==> config.mk <==
export PLATFORM = sky130hd
export DESIGN_NAME = hamming_encoder_flat
export DESIGN_NICKNAME = d
export VERILOG_FILES = /design/src/rtl/hamming_encoder_pkg.sv /design/src/rtl/hamming_encoder_if.sv /design/src/rtl/hamming_encoder_fifo2_byte.sv /design/src/rtl/hamming_encoder.sv /design/src/flat_wrapper.sv
export SDC_FILE = /design/constraint.sdc
export NUM_CORES = 1
export LEC_CHECK = 0
export CORE_MARGIN = 2
export CORE_UTILIZATION = 39
export DETAILED_ROUTE_END_ITERATION = 7
export RECOVER_POWER = 25
export SYNTH_ARGS = -nofsm -noshare
export SYNTH_HDL_FRONTEND = slang
export SYNTH_SLANG_ARGS = --single-unit
==> constraint.sdc <==
create_clock -name clk -period 3.3 [get_ports clk]
set_input_delay 0.66 -clock clk [delete_from_list [all_inputs] [get_ports clk]]
set_output_delay 0.66 -clock clk [all_outputs]
set_load 0.02 [all_outputs]
==> src/rtl/hamming_encoder_pkg.sv <==
// Shared Hamming(7,4) definitions: frame layout, codeword width and the parity
// equations, kept here so the receive-side decoder can reuse them unchanged.
package hamming_pkg;

   localparam int DATA_W   = 8;
   localparam int NIB_W    = 4;
   localparam int CW_W     = 7;
   localparam int SEQ_W    = 2;
   localparam int FRAME_W  = 2 * CW_W + SEQ_W;
   localparam int CNT_W    = 16;
   localparam int FIFO_CW  = 2;

   localparam int HI_MSB   = 15;
   localparam int HI_LSB   = HI_MSB - CW_W + 1;
   localparam int LO_MSB   = 8;
   localparam int LO_LSB   = LO_MSB - CW_W + 1;
   localparam int SEQ_MSB  = 1;

   localparam logic [FIFO_CW-1:0] FIFO_FULL     = 2'd2;
   localparam logic [CNT_W-1:0]   FRAME_CNT_MAX = '1;

   // Field order matches the wire format: hi codeword in [15:9], lo in [8:2], seq in [1:0].
   typedef struct packed {
      logic [CW_W-1:0]  hi;
      logic [CW_W-1:0]  lo;
      logic [SEQ_W-1:0] seq;
   } frame_t;

   function automatic logic [CW_W-1:0] hamming74_enc(input logic [NIB_W-1:0] nibble);
      logic [CW_W-1:0] c;
      c[6:3] = nibble;
      c[2]   = c[6] ^ c[5] ^ c[4];
      c[1]   = c[6] ^ c[5] ^ c[3];
      c[0]   = c[6] ^ c[4] ^ c[3];
      return c;
   endfunction

   function automatic frame_t pack_frame(input logic [DATA_W-1:0] data,
                                         input logic [SEQ_W-1:0]  seq);
      frame_t f;
      f.hi  = hamming74_enc(data[7:4]);
      f.lo  = hamming74_enc(data[3:0]);
      f.seq = seq;
      return f;
   endfunction

endpackage

==> src/rtl/hamming_encoder_if.sv <==
// Byte-in / frame-out bus of the Hamming encoder. The environment side is the
// master modport, the encoder itself is the slave.
interface hamming_encoder_if;

   // Both streams use valid/ready: a transfer happens on a rising edge where
   // valid and ready are both high; once valid is raised the payload and valid
   // hold until that edge, and ready never depends combinationally on valid.
   logic [hamming_pkg::DATA_W-1:0]  data_in;
   logic                            data_valid;
   logic                            data_ready;
   logic [hamming_pkg::FRAME_W-1:0] code_out;
   logic                            code_valid;
   logic                            code_ready;

   modport master (
      output data_in,
      output data_valid,
      input  data_ready,
      input  code_out,
      input  code_valid,
      output code_ready
   );

   modport slave (
      input  data_in,
      input  data_valid,
      output data_ready,
      output code_out,
      output code_valid,
      input  code_ready
   );

endinterface

==> src/rtl/hamming_encoder_fifo2_byte.sv <==
// Two-entry byte FIFO with registered count; pushes at full and pops at empty
// are ignored so the caller may drive push/pop freely.
module fifo2_byte
   import hamming_pkg::*;
(
   input  logic               clk,
   input  logic               reset,
   input  logic               push_i,
   input  logic [DATA_W-1:0]  data_i,
   input  logic               pop_i,
   output logic [DATA_W-1:0]  head_o,
   output logic [FIFO_CW-1:0] count_o
);

   logic [DATA_W-1:0]  mem_q [2];
   logic               rd_ptr_q, rd_ptr_d;
   logic               wr_ptr_q, wr_ptr_d;
   logic [FIFO_CW-1:0] count_q, count_d;
   logic               push_en;
   logic               pop_en;

   assign push_en = push_i && (count_q != FIFO_FULL);
   assign pop_en  = pop_i && (count_q != '0);

   always_comb begin
      rd_ptr_d = rd_ptr_q;
      wr_ptr_d = wr_ptr_q;
      count_d  = count_q;
      if (push_en) wr_ptr_d = ~wr_ptr_q;
      if (pop_en)  rd_ptr_d = ~rd_ptr_q;
      case ({push_en, pop_en})
         2'b10:   count_d = count_q + 2'd1;
         2'b01:   count_d = count_q - 2'd1;
         default: count_d = count_q;
      endcase
   end

   always_ff @(posedge clk or posedge reset) begin
      if (reset) begin
         mem_q[0] <= '0;
         mem_q[1] <= '0;
         rd_ptr_q <= 1'b0;
         wr_ptr_q <= 1'b0;
         count_q  <= '0;
      end else begin
         if (push_en) mem_q[wr_ptr_q] <= data_i;
         rd_ptr_q <= rd_ptr_d;
         wr_ptr_q <= wr_ptr_d;
         count_q  <= count_d;
      end
   end

   assign head_o  = mem_q[rd_ptr_q];
   assign count_o = count_q;

endmodule

==> src/rtl/hamming_encoder.sv <==
// Hamming(7,4) transmit encoder: buffers bytes in a 2-deep FIFO and emits one
// registered 16-bit frame (two codewords plus a rolling sequence number) per byte.
module hamming_encoder
   import hamming_pkg::*;
(
   input  logic                 clk,
   input  logic                 reset,
   input  logic                 encode_enable,
   hamming_encoder_if.slave     bus,
   output logic [CNT_W-1:0]     frame_count
);

   logic [FIFO_CW-1:0] fifo_count;
   logic [DATA_W-1:0]  fifo_head;
   logic               data_ready;
   logic               push;
   logic               load;

   frame_t             code_out_q, code_out_d;
   logic               code_valid_q, code_valid_d;
   logic [SEQ_W-1:0]   seq_q, seq_d;
   logic [CNT_W-1:0]   frame_count_q, frame_count_d;

   // Ready comes only from the registered count, never from the output side.
   assign data_ready = (fifo_count != FIFO_FULL);
   assign push       = bus.data_valid && data_ready;
   assign load       = encode_enable && (fifo_count != '0) &&
                       (!code_valid_q || bus.code_ready);

   fifo2_byte u_fifo (
      .clk     (clk),
      .reset   (reset),
      .push_i  (push),
      .data_i  (bus.data_in),
      .pop_i   (load),
      .head_o  (fifo_head),
      .count_o (fifo_count)
   );

   always_comb begin
      code_out_d    = code_out_q;
      code_valid_d  = code_valid_q;
      seq_d         = seq_q;
      frame_count_d = frame_count_q;
      if (load) begin
         code_out_d   = pack_frame(fifo_head, seq_q);
         code_valid_d = 1'b1;
         seq_d        = seq_q + 2'd1;
         if (frame_count_q != FRAME_CNT_MAX) frame_count_d = frame_count_q + 16'd1;
      end else if (code_valid_q && bus.code_ready) begin
         code_valid_d = 1'b0;
      end
   end

   always_ff @(posedge clk or posedge reset) begin
      if (reset) begin
         code_out_q    <= '0;
         code_valid_q  <= 1'b0;
         seq_q         <= '0;
         frame_count_q <= '0;
      end else begin
         code_out_q    <= code_out_d;
         code_valid_q  <= code_valid_d;
         seq_q         <= seq_d;
         frame_count_q <= frame_count_d;
      end
   end

   assign bus.data_ready = data_ready;
   assign bus.code_out   = code_out_q;
   assign bus.code_valid = code_valid_q;
   assign frame_count    = frame_count_q;

endmodule

==> src/flat_wrapper.sv <==
// flat-port wrapper written by rule: the top's interface ports become plain ports
module hamming_encoder_flat import hamming_pkg::*;
  (clk, reset, encode_enable, frame_count, bus_data_in, bus_data_valid, bus_data_ready, bus_code_out, bus_code_valid, bus_code_ready);
  hamming_encoder_if bus_i ();
  input  logic clk;
  input  logic reset;
  input  logic encode_enable;
  output logic [CNT_W-1:0] frame_count;
  input wire logic [$bits(bus_i.data_in)-1:0] bus_data_in;
  input wire logic [$bits(bus_i.data_valid)-1:0] bus_data_valid;
  output wire logic [$bits(bus_i.data_ready)-1:0] bus_data_ready;
  output wire logic [$bits(bus_i.code_out)-1:0] bus_code_out;
  output wire logic [$bits(bus_i.code_valid)-1:0] bus_code_valid;
  input wire logic [$bits(bus_i.code_ready)-1:0] bus_code_ready;
  assign bus_i.data_in = bus_data_in;
  assign bus_i.data_valid = bus_data_valid;
  assign bus_data_ready = bus_i.data_ready;
  assign bus_code_out = bus_i.code_out;
  assign bus_code_valid = bus_i.code_valid;
  assign bus_i.code_ready = bus_code_ready;
  hamming_encoder u_core (.clk(clk), .reset(reset), .encode_enable(encode_enable), .bus(bus_i), .frame_count(frame_count));
endmodule
# Yosys cells after proc, flatten, opt, wreduce, memory -nomap -nowiden
# Index checks and enable logic that the tools add are counted.
# Widths: inputs -> output; s select.
[totals] wordCells=58 out_inout_bits=34 regBits=55 input_bits=13
[classes] n_bitwise=14 n_reduce_logical=13 muxes=9 eq_ne=4 magnitude_cmp=3 n_addsub=4
[ops] operator="$mux 8" count=4
[ops] operator="$add 16x1->16 const B" count=1
[ops] operator="$bwmux 16" count=1
[ops] operator="$ne 16x16->1 const B" count=1
[ops] operator="$xor 1x1->1" count=10
[ops] operator="$demux 8 s1" count=1
[ops] operator="$logic_and 1x1->1" count=7
[ops] operator="$reduce_bool 2->1" count=3
[ops] operator="$add 2x1->2 const B" count=2
[ops] operator="$ge 2x2->1 const B" count=2
[ops] operator="$not 1->2" count=2
[ops] operator="$pmux 2 s2" count=1
[ops] operator="$eq 2x1->1 const B" count=1
[ops] operator="$eq 2x2->1 const B" count=1
[ops] operator="$lt 2x1->1 const B" count=1
[ops] operator="$mux 1" count=2
[ops] operator="$ne 2x2->1 const B" count=1
[ops] operator="$not 1->1" count=2
[ops] operator="$reduce_and 2->1" count=1
[ops] operator="$sub 2x1->2 const B" count=1
[ops] operator="$logic_not 1->1" count=1
[ops] operator="$logic_or 1x1->1" count=1

# Longest topological paths before layout
# Gate-level depths: netlist of the first run.
[depth] depth_word=6 mapped_depth=8

# Modules after synthesis
# From an unflattened synthesis of the first run, not the netlist that was laid out.
[hier_totals] hier_cells=215 hier_area_um2=2576.2
[modules_own_cells] mod="hamming_encoder" n_inst=1 seq_area_each_um2=875.8 area_per_inst_um2=1647.8 cells_per_inst=156
[modules_own_cells] mod="fifo2_byte" n_inst=1 seq_area_each_um2=500.5 area_per_inst_um2=928.4 cells_per_inst=59

# Least setup slack after synthesis of the first run
# Ideal clock, no wire load.
[synth_path] kind="input to register" from="input port bus_code_ready" to="register u_core.u_fifo.count_q[1], in the netlist u_core.u_fifo.count_o[1]" setup_ns=0.079 cell_stages=7 slack_ns=1.488 required_ns=3.221 t_arrival_ns=1.732 path_buffers=1 path_cell_list="nand2b_1 > nand2_1 > buf_2 > inv_2 > ha_1 > nor2_1 > xor2_1"
[synth_via] elab_chain_cells=5
[synth_rtl] element="start, declared" line_no="flat_wrapper.sv:14" rtl="input wire logic [$bits(bus_i.code_ready)-1:0] bus_code_ready;"
[synth_rtl] element="$logic_or 1x1->1 (*)" line_no="hamming_encoder.sv:28" rtl="(!code_valid_q || bus.code_ready);"
[synth_rtl] element="$logic_and 1x1->1 (*)" line_no="hamming_encoder.sv:27" rtl="assign load = encode_enable && (fifo_count != '0) &&"
[synth_rtl] element="$logic_and 1x1->1 (*)" line_no="hamming_encoder_fifo2_byte.sv:23" rtl="assign pop_en = pop_i && (count_q != '0);"
[synth_rtl] element="via u_core.u_fifo.pop_en" line_no="hamming_encoder_fifo2_byte.sv:20" rtl="logic pop_en;"
[synth_rtl] element="$eq 2x1->1 or $eq 2x2->1 (tied branches)" line_no="hamming_encoder_fifo2_byte.sv:31" rtl="case ({push_en, pop_en})"
[synth_rtl] element="$pmux 2 s2 or $reduce_bool 2->1 (tied branches)"
[synth_rtl] element="end signal, assigned" line_no="hamming_encoder_fifo2_byte.sv:49" rtl="count_q <= count_d;"
[synth_rtl] element="end, declared" line_no="hamming_encoder_fifo2_byte.sv:18" rtl="logic [FIFO_CW-1:0] count_q, count_d;"
# The timed path passes the listed nets; every way through them passes the cells marked *.
# A chain may end at the register's enable or synchronous reset.

# Worst setup path in the final report of the first run
[layout_path] from="register u_core.u_fifo.count_q[0], in the netlist u_core.u_fifo.count_o[0]" to="output port bus_data_ready"
[layout_via] elab_chain_cells=1
[layout_rtl] element="$ne 2x2->1" line_no="hamming_encoder.sv:25" rtl="assign data_ready = (fifo_count != FIFO_FULL);"
[layout_rtl] element="end, declared" line_no="flat_wrapper.sv:11" rtl="output wire logic [$bits(bus_i.data_ready)-1:0] bus_data_ready;"
# Every way passes these cells.

==> impl_metrics.toml, run 1 <==
[sta]
slew_headroom = 0.0959
max_freq_mhz = 446
setup_viol = 0
period_share = 0.679
rsz0062_at_grt = "false"
tns_ps = 0
slew_violations = 0
fin_crit_ps = 2240
fin_skew_ps = 3.30
finalHoldViolCount = 0
tightest_slew_ps = 1360
fin_hold_ws_ps = 482

[clocking]
clockBufferDepth = 2
cts_hold_buf = 0
clk_pin_slew_worst_paths_ps = 90
ctsHtreeMaxLevel = 2
clk_latency_ps = 300
cts.sinks = 55
post_cts_buffers = 0
numCtsBuffers = 5
root_buffer = "clkbuf_8"
cts_tree = "built"
cts_resized = 0

[placed_design]
gp_congestion = 0.751
post-place-cells = 331
hpwl_um = 3360
placement.io_buffers = 46

[routing]
drtIter0Drc = 89
antenna_left = 0
vias_per_cell = 4.91
wl_um = 4620
drtPass1Iterations = 4
wl_per_cell_um = 13.6
drc_errors = 0
num_vias = 1666

[layout]
drive_gt1_frac = 0.134
fin_cells = 339
fin_nets = 276
area_growth_pct = 25.3
n_antenna_cell = 0

[die]
die_height_um = 84.5
row_count = 29
die_w_um = 84.5
start_util = 0.400
io_pins = 47
core_area_mm2 = 0.00631
die_area_mm2 = 0.00714

[synth]
synthArstFlopShare = 1.00
synth_top_cell_by_area = "dfrtp_1"
yosys_most_used_dff = "dfrtp_1"
synthCells = 212
seq_area_frac_synth = 0.545
synth_top_family_by_area = "simple AND/OR/NAND/NOR gates"
yosys.area_share.adder = 0.00990
synth_simple_gate_area_share = 0.140
synth.area.top_cells = "dfrtp_1 54%, mux2_2 7.6%, xor2_1 5.9%"
synth_area_per_cell_um2 = 11.9
synth_top_area_frac = 0.545
ys_warn_count = 0
yosys-mux-area-fraction = 0.134
synth-compound-area-share = 0.0465
syn_area_mm2 = 0.00253
yosys.cell_types.count = 33
synthXorXnorAreaFrac = 0.111
synth_most_common_cell = "dfrtp_1"
synth_common_cells = "55 x dfrtp_1, 28 x nand2_1, 17 x mux2_2, 17 x xor2_1"
ys_seq_elements = 55
synth_edf_count = 0
synth_fp_nets = 227

[critical_path]
arrival_ps = 1580
cpLargestDelayFamily = "buffers and inverters"
criticalPathCategory = "flop to output port"
r2r-start = "u_core.frame_count[0]$_DFFE_PP0P_"
reg2regPathDepth = 5
cp_slowest_cell = "clkdlybuf4s50_1"
worst_setup_path_end_kind = "output port"
startpoint_type = "flop"
r2r_end = "u_core.frame_count[14]$_DFFE_PP0P_"
crit_fanout = 5
critPathBufInv = 1
worstPathCellList = "nand2b_1 -> clkdlybuf4s50_1"
reg2reg_slack_ps = 1370
worst-endpoint-required_ps = 2640
slowest_delay_ps = 620

[power_and_ir_drop]
seq_power_share = 0.420
leakage_uw = 0.00140
switching_power_uw = 1090
p_int_uw = 1830
pwr-share-comb = 0.445
peakVddDrop_uv = 355
switching_share = 0.373
powerDensity_mw_per_mm2 = 921
p_clk_frac = 0.135

[grt]
grt_overflow = 0
grt_use_total = 0.138
antenna_found_initial = 0
grt_pass1_wl_um = 7910
grt_max_degree = 56
grt_pass1_vias = 1566

[min_path]
hold_end = "u_core.bus.code_out[1]$_DFFE_PP0P_"
hp-start = "u_core.bus.code_out[1]$_DFFE_PP0P_"
hold_path.class = "flop to flop"
hold_depth = 2

[outcome]
outcome = "completed"

[job]
cap_violations = 0
[how the worst max path moves through the flow]
stage,startpoint,end,depth (start not counted)
finish,u_core.u_fifo.count_o[0]$_DFFE_PP0P_,bus_data_ready,2
global route,reset,u_core.u_fifo.mem_q[3]$_DFFE_PP0P_,3
CTS,u_core.u_fifo.count_o[0]$_DFFE_PP0P_,bus_data_ready,2
detailed placement,bus_code_ready,u_core.u_fifo.count_o[1]$_DFFE_PP0P_,7
global placement,bus_code_ready,u_core.u_fifo.count_o[1]$_DFFE_PP0P_,7
floorplan,reset,u_core.bus.code_out[0]$_DFFE_PP0P_,1
[sequential cells by signal, indices dropped and copies added, names as in the netlist]
| register | flops |
|---|---|
| u_core.u_fifo.count_o | 2 |
| u_core.frame_count | 16 |
| u_core.u_fifo.rd_ptr_q | 1 |
| u_core.u_fifo.wr_ptr_q | 1 |
| u_core.bus.code_out | 16 |
| u_core.bus.code_valid | 1 |
| u_core.u_fifo.mem_q | 16 |
| u_core.seq_q | 2 |
[cells in the final DEF (no fill, tap or decap), types with 2 or more instances in the layout]
cell,instances
a21oi_1,3
xnor2_1,15
and4_1,2
mux2_2,17
dfrtp_1,55
nand4b_1,2
clkdlybuf4s50_1,43
xor2_1,17
nor3_1,8
nand3_1,5
nand2b_1,3
clkbuf_8,7
nor2_1,3
o21ai_0,15
nand2_1,28
nor2_2,2
nand4_2,2
ha_1,2
nand4_1,2
dlygate4sd3_1,3
mux2i_1,12
[power groups by stage]
| stage | registers (µW) | logic (µW) | clock network (µW) |
|---|---|---|---|
| 2_1_floorplan | 1310 | 781 | 0 |
| 3_3_place_gp | 1240 | 1300 | 0 |
| 3_5_place_dp | 1240 | 1320 | 0 |
| 4_1_cts | 1230 | 1320 | 414 |
| 5_1_grt | 1270 | 1420 | 435 |
| 6_report | 1220 | 1300 | 394 |
[metal layers]
metal / part of all wire / GRT usage / vias to the layer above
met4: 0.012 / 0.0433 / 0
met3: 0.041 / 0.0324 / 5
met1: 0.52 / 0.214 / 797
met5: 0 / 0 / -
met2: 0.42 / 0.189 / 34
li1: - / - / 830
[tightest hold or removal path: stages (launching register included)]
cell     delay [ps]
dfrtp_1         350
nand2_1          50
nand2_1          50
[stage by stage]
| stage | instance area (µm²) | power, µW | setup slack [ps] | util |
|---|---|---|---|---|
| 2_1_floorplan | 2530 | 2090 | 1300 | - |
| 3_3_place_gp | 3070 | 2540 | 1030 | 0.486 |
| 3_5_place_dp | 3070 | 2560 | 989 | 0.486 |
| 4_1_cts | 3170 | 2960 | 1050 | 0.502 |
| 5_1_grt | 3170 | 3130 | 929 | 0.502 |
| 6_report | 3170 | 2920 | 1060 | 0.502 |
[cell families after synthesis]
family,after synthesis
AOI/OAI and AO/OA,22
and+or+nand+nor,62
muxes,31
buffers and inverters,8
DFF,55
xor gates and xnor gates,32
adders and majority gates,2
[area by class of cell]
cell class,count,area [µm²]
Tap cell,77,96.3
Fill cell,587,3150
Multi-Input combinational cell,149,1110
Clock buffer,8,100
Inverter,2,7.51
Timing Repair Buffer,48,473
Sequential cell,55,1380
(Power assumes the default switching activity.)
==> run 2: changes to the inputs <==
clock period = 1.8 ns   (was 3.3 ns; I/O delays follow)
==> impl_metrics.toml, run 2 (synthesized netlist as in run 1, its figures left out) <==
[outcome]
outcome = "completed"

[critical_path]
arrival_ps = 1400
worst_setup_path_end_kind = "output port"
r2r-start = "u_core.frame_count[0]$_DFFE_PP0P_"
criticalPathCategory = "flop to output port"
cpLargestDelayFamily = "buffers and inverters"
critPathBufInv = 1
crit_fanout = 5
r2r_end = "u_core.frame_count[14]$_DFFE_PP0P_"
startpoint_type = "flop"
worstPathCellList = "clkdlybuf4s50_1"
slowest_delay_ps = 640
worst-endpoint-required_ps = 1440
reg2regPathDepth = 5
reg2reg_slack_ps = 130
cp_slowest_cell = "clkdlybuf4s50_1"

[min_path]
hold_path.class = "flop to flop"
hold_depth = 1
hold_end = "u_core.seq_q[1]$_DFFE_PP0P_"
hp-start = "u_core.seq_q[1]$_DFFE_PP0P_"

[placed_design]
placement.io_buffers = 46
post_dp_cell_area_mm2 = 0.00319
gp_congestion = 0.768
hpwl_um = 3530

[clocking]
cts.sinks = 55
cts_tree = "built"
clk_pin_slew_worst_paths_ps = 90
post_cts_buffers = 0
numCtsBuffers = 5
clk_latency_ps = 300
root_buffer = "clkbuf_8"
clockBufferDepth = 2
ctsHtreeMaxLevel = 2

[die]
core_area_mm2 = 0.00631
die_w_um = 84.5
die_area_mm2 = 0.00714
row_count = 29
start_util = 0.400
io_pins = 47
die_height_um = 84.5

[sta]
finalHoldViolCount = 0
max_freq_mhz = 569
tightest_slew_ps = 744
period_share = 0.977
fin_hold_ws_ps = 476
fin_skew_ps = 5.28
fin_crit_ps = 1760
slew_headroom = 0.504
rsz0062_at_grt = "false"
slew_violations = 0
setup_viol = 0

[grt]
grt_use_total = 0.145
grt_max_degree = 56
antenna_found_initial = 0
grt_pass1_wl_um = 8290
grt_overflow = 0
grt_pass1_vias = 1650

[power_and_ir_drop]
peakVddDrop_uv = 780
pwr-share-comb = 0.485
p_int_uw = 3380
powerDensity_mw_per_mm2 = 1650
switching_share = 0.374
finalPower_uw = 5390
p_clk_frac = 0.115
switching_power_uw = 2020
seq_power_share = 0.401
leakage_uw = 0.00155

[layout]
layout_common_cells = "54 x dfrtp_1, 38 x clkdlybuf4s50_1, 28 x nand2_1"
n_antenna_cell = 0
final_common_cell = "dfrtp_1"
finalInstanceArea_mm2 = 0.00327
fin_nets = 287
fillers = 614
drive_gt1_frac = 0.166
area_growth_pct = 29.4

[routing]
drc_errors = 0
vias_per_cell = 4.94
antenna_left = 0
num_vias = 1719
drtPass1Iterations = 4
wl_per_cell_um = 13.8
wl_um = 4810
drtIter0Drc = 119

[job]
cap_violations = 0
[run 2: repair_timing]
item	in CTS	in global routing
hold buffers	0	0
endpoints found under the hold margin	0	0
gates resized for setup	2	7
setup endpoints to repair	2	7
[run 2: layout make-up]
| cell class | instances | area, µm² | area share |
|---|---|---|---|
| repair buffers | 59 | 593 | 0.181 |
| well taps | 77 | 96.3 | 0.0295 |
| clock buffers | 6 | 72.6 | 0.0222 |
| inverters | 2 | 7.51 | 0.00230 |
| flip-flops and latches | 55 | 1380 | 0.421 |
| multi-input cells | 149 | 1120 | 0.344 |
[run 2: layer usage]
layer / part of all wire / vias to the layer above / wire, µm / global-route usage
met5: 0 / - / 0 / 0
met1: 0.50 / 828 / 2420 / 0.221
li1: - / 849 / - / -
met4: 0.011 / 0 / 51 / 0.0433
met3: 0.037 / 4 / 179 / 0.0295
met2: 0.45 / 38 / 2150 / 0.208
[run 2: per-stage QoR]
| stage | util | std cells | setup WS (ps) | setup TNS, ps |
|---|---|---|---|---|
| final | 0.518 | 348 | 41.8 | 0 |
| after global placement | 0.505 | 342 | -124 | -221 |
| after floorplan | - | 212 | -4.30 | -4.30 |
| after detailed placement | 0.505 | 342 | -166 | -363 |
| after CTS | 0.516 | 348 | 3.83 | 0 |
| after global routing | 0.518 | 348 | 2.66 | 0 |
[run 2: worst max-delay path by stage]
stage	start	end	cells past startpoint
global route	u_core.frame_count[7]$_DFFE_PP0P_	frame_count[7]	1
floorplan	u_core.frame_count[0]$_DFFE_PP0P_	u_core.frame_count[14]$_DFFE_PP0P_	5
detailed placement	encode_enable	u_core.frame_count[14]$_DFFE_PP0P_	5
global placement	encode_enable	u_core.frame_count[14]$_DFFE_PP0P_	5
CTS	u_core.frame_count[8]$_DFFE_PP0P_	frame_count[8]	1
finish	u_core.frame_count[14]$_DFFE_PP0P_	frame_count[14]	1
[run 2: power by group through the flow]
stage	clock, µW	sequential [µW]	combinational [µW]
finish	620	2160	2610
CTS	658	2170	2660
global route	716	2240	2860
detailed placement	0	2200	2670
floorplan	0	2400	1430
global placement	0	2170	2640
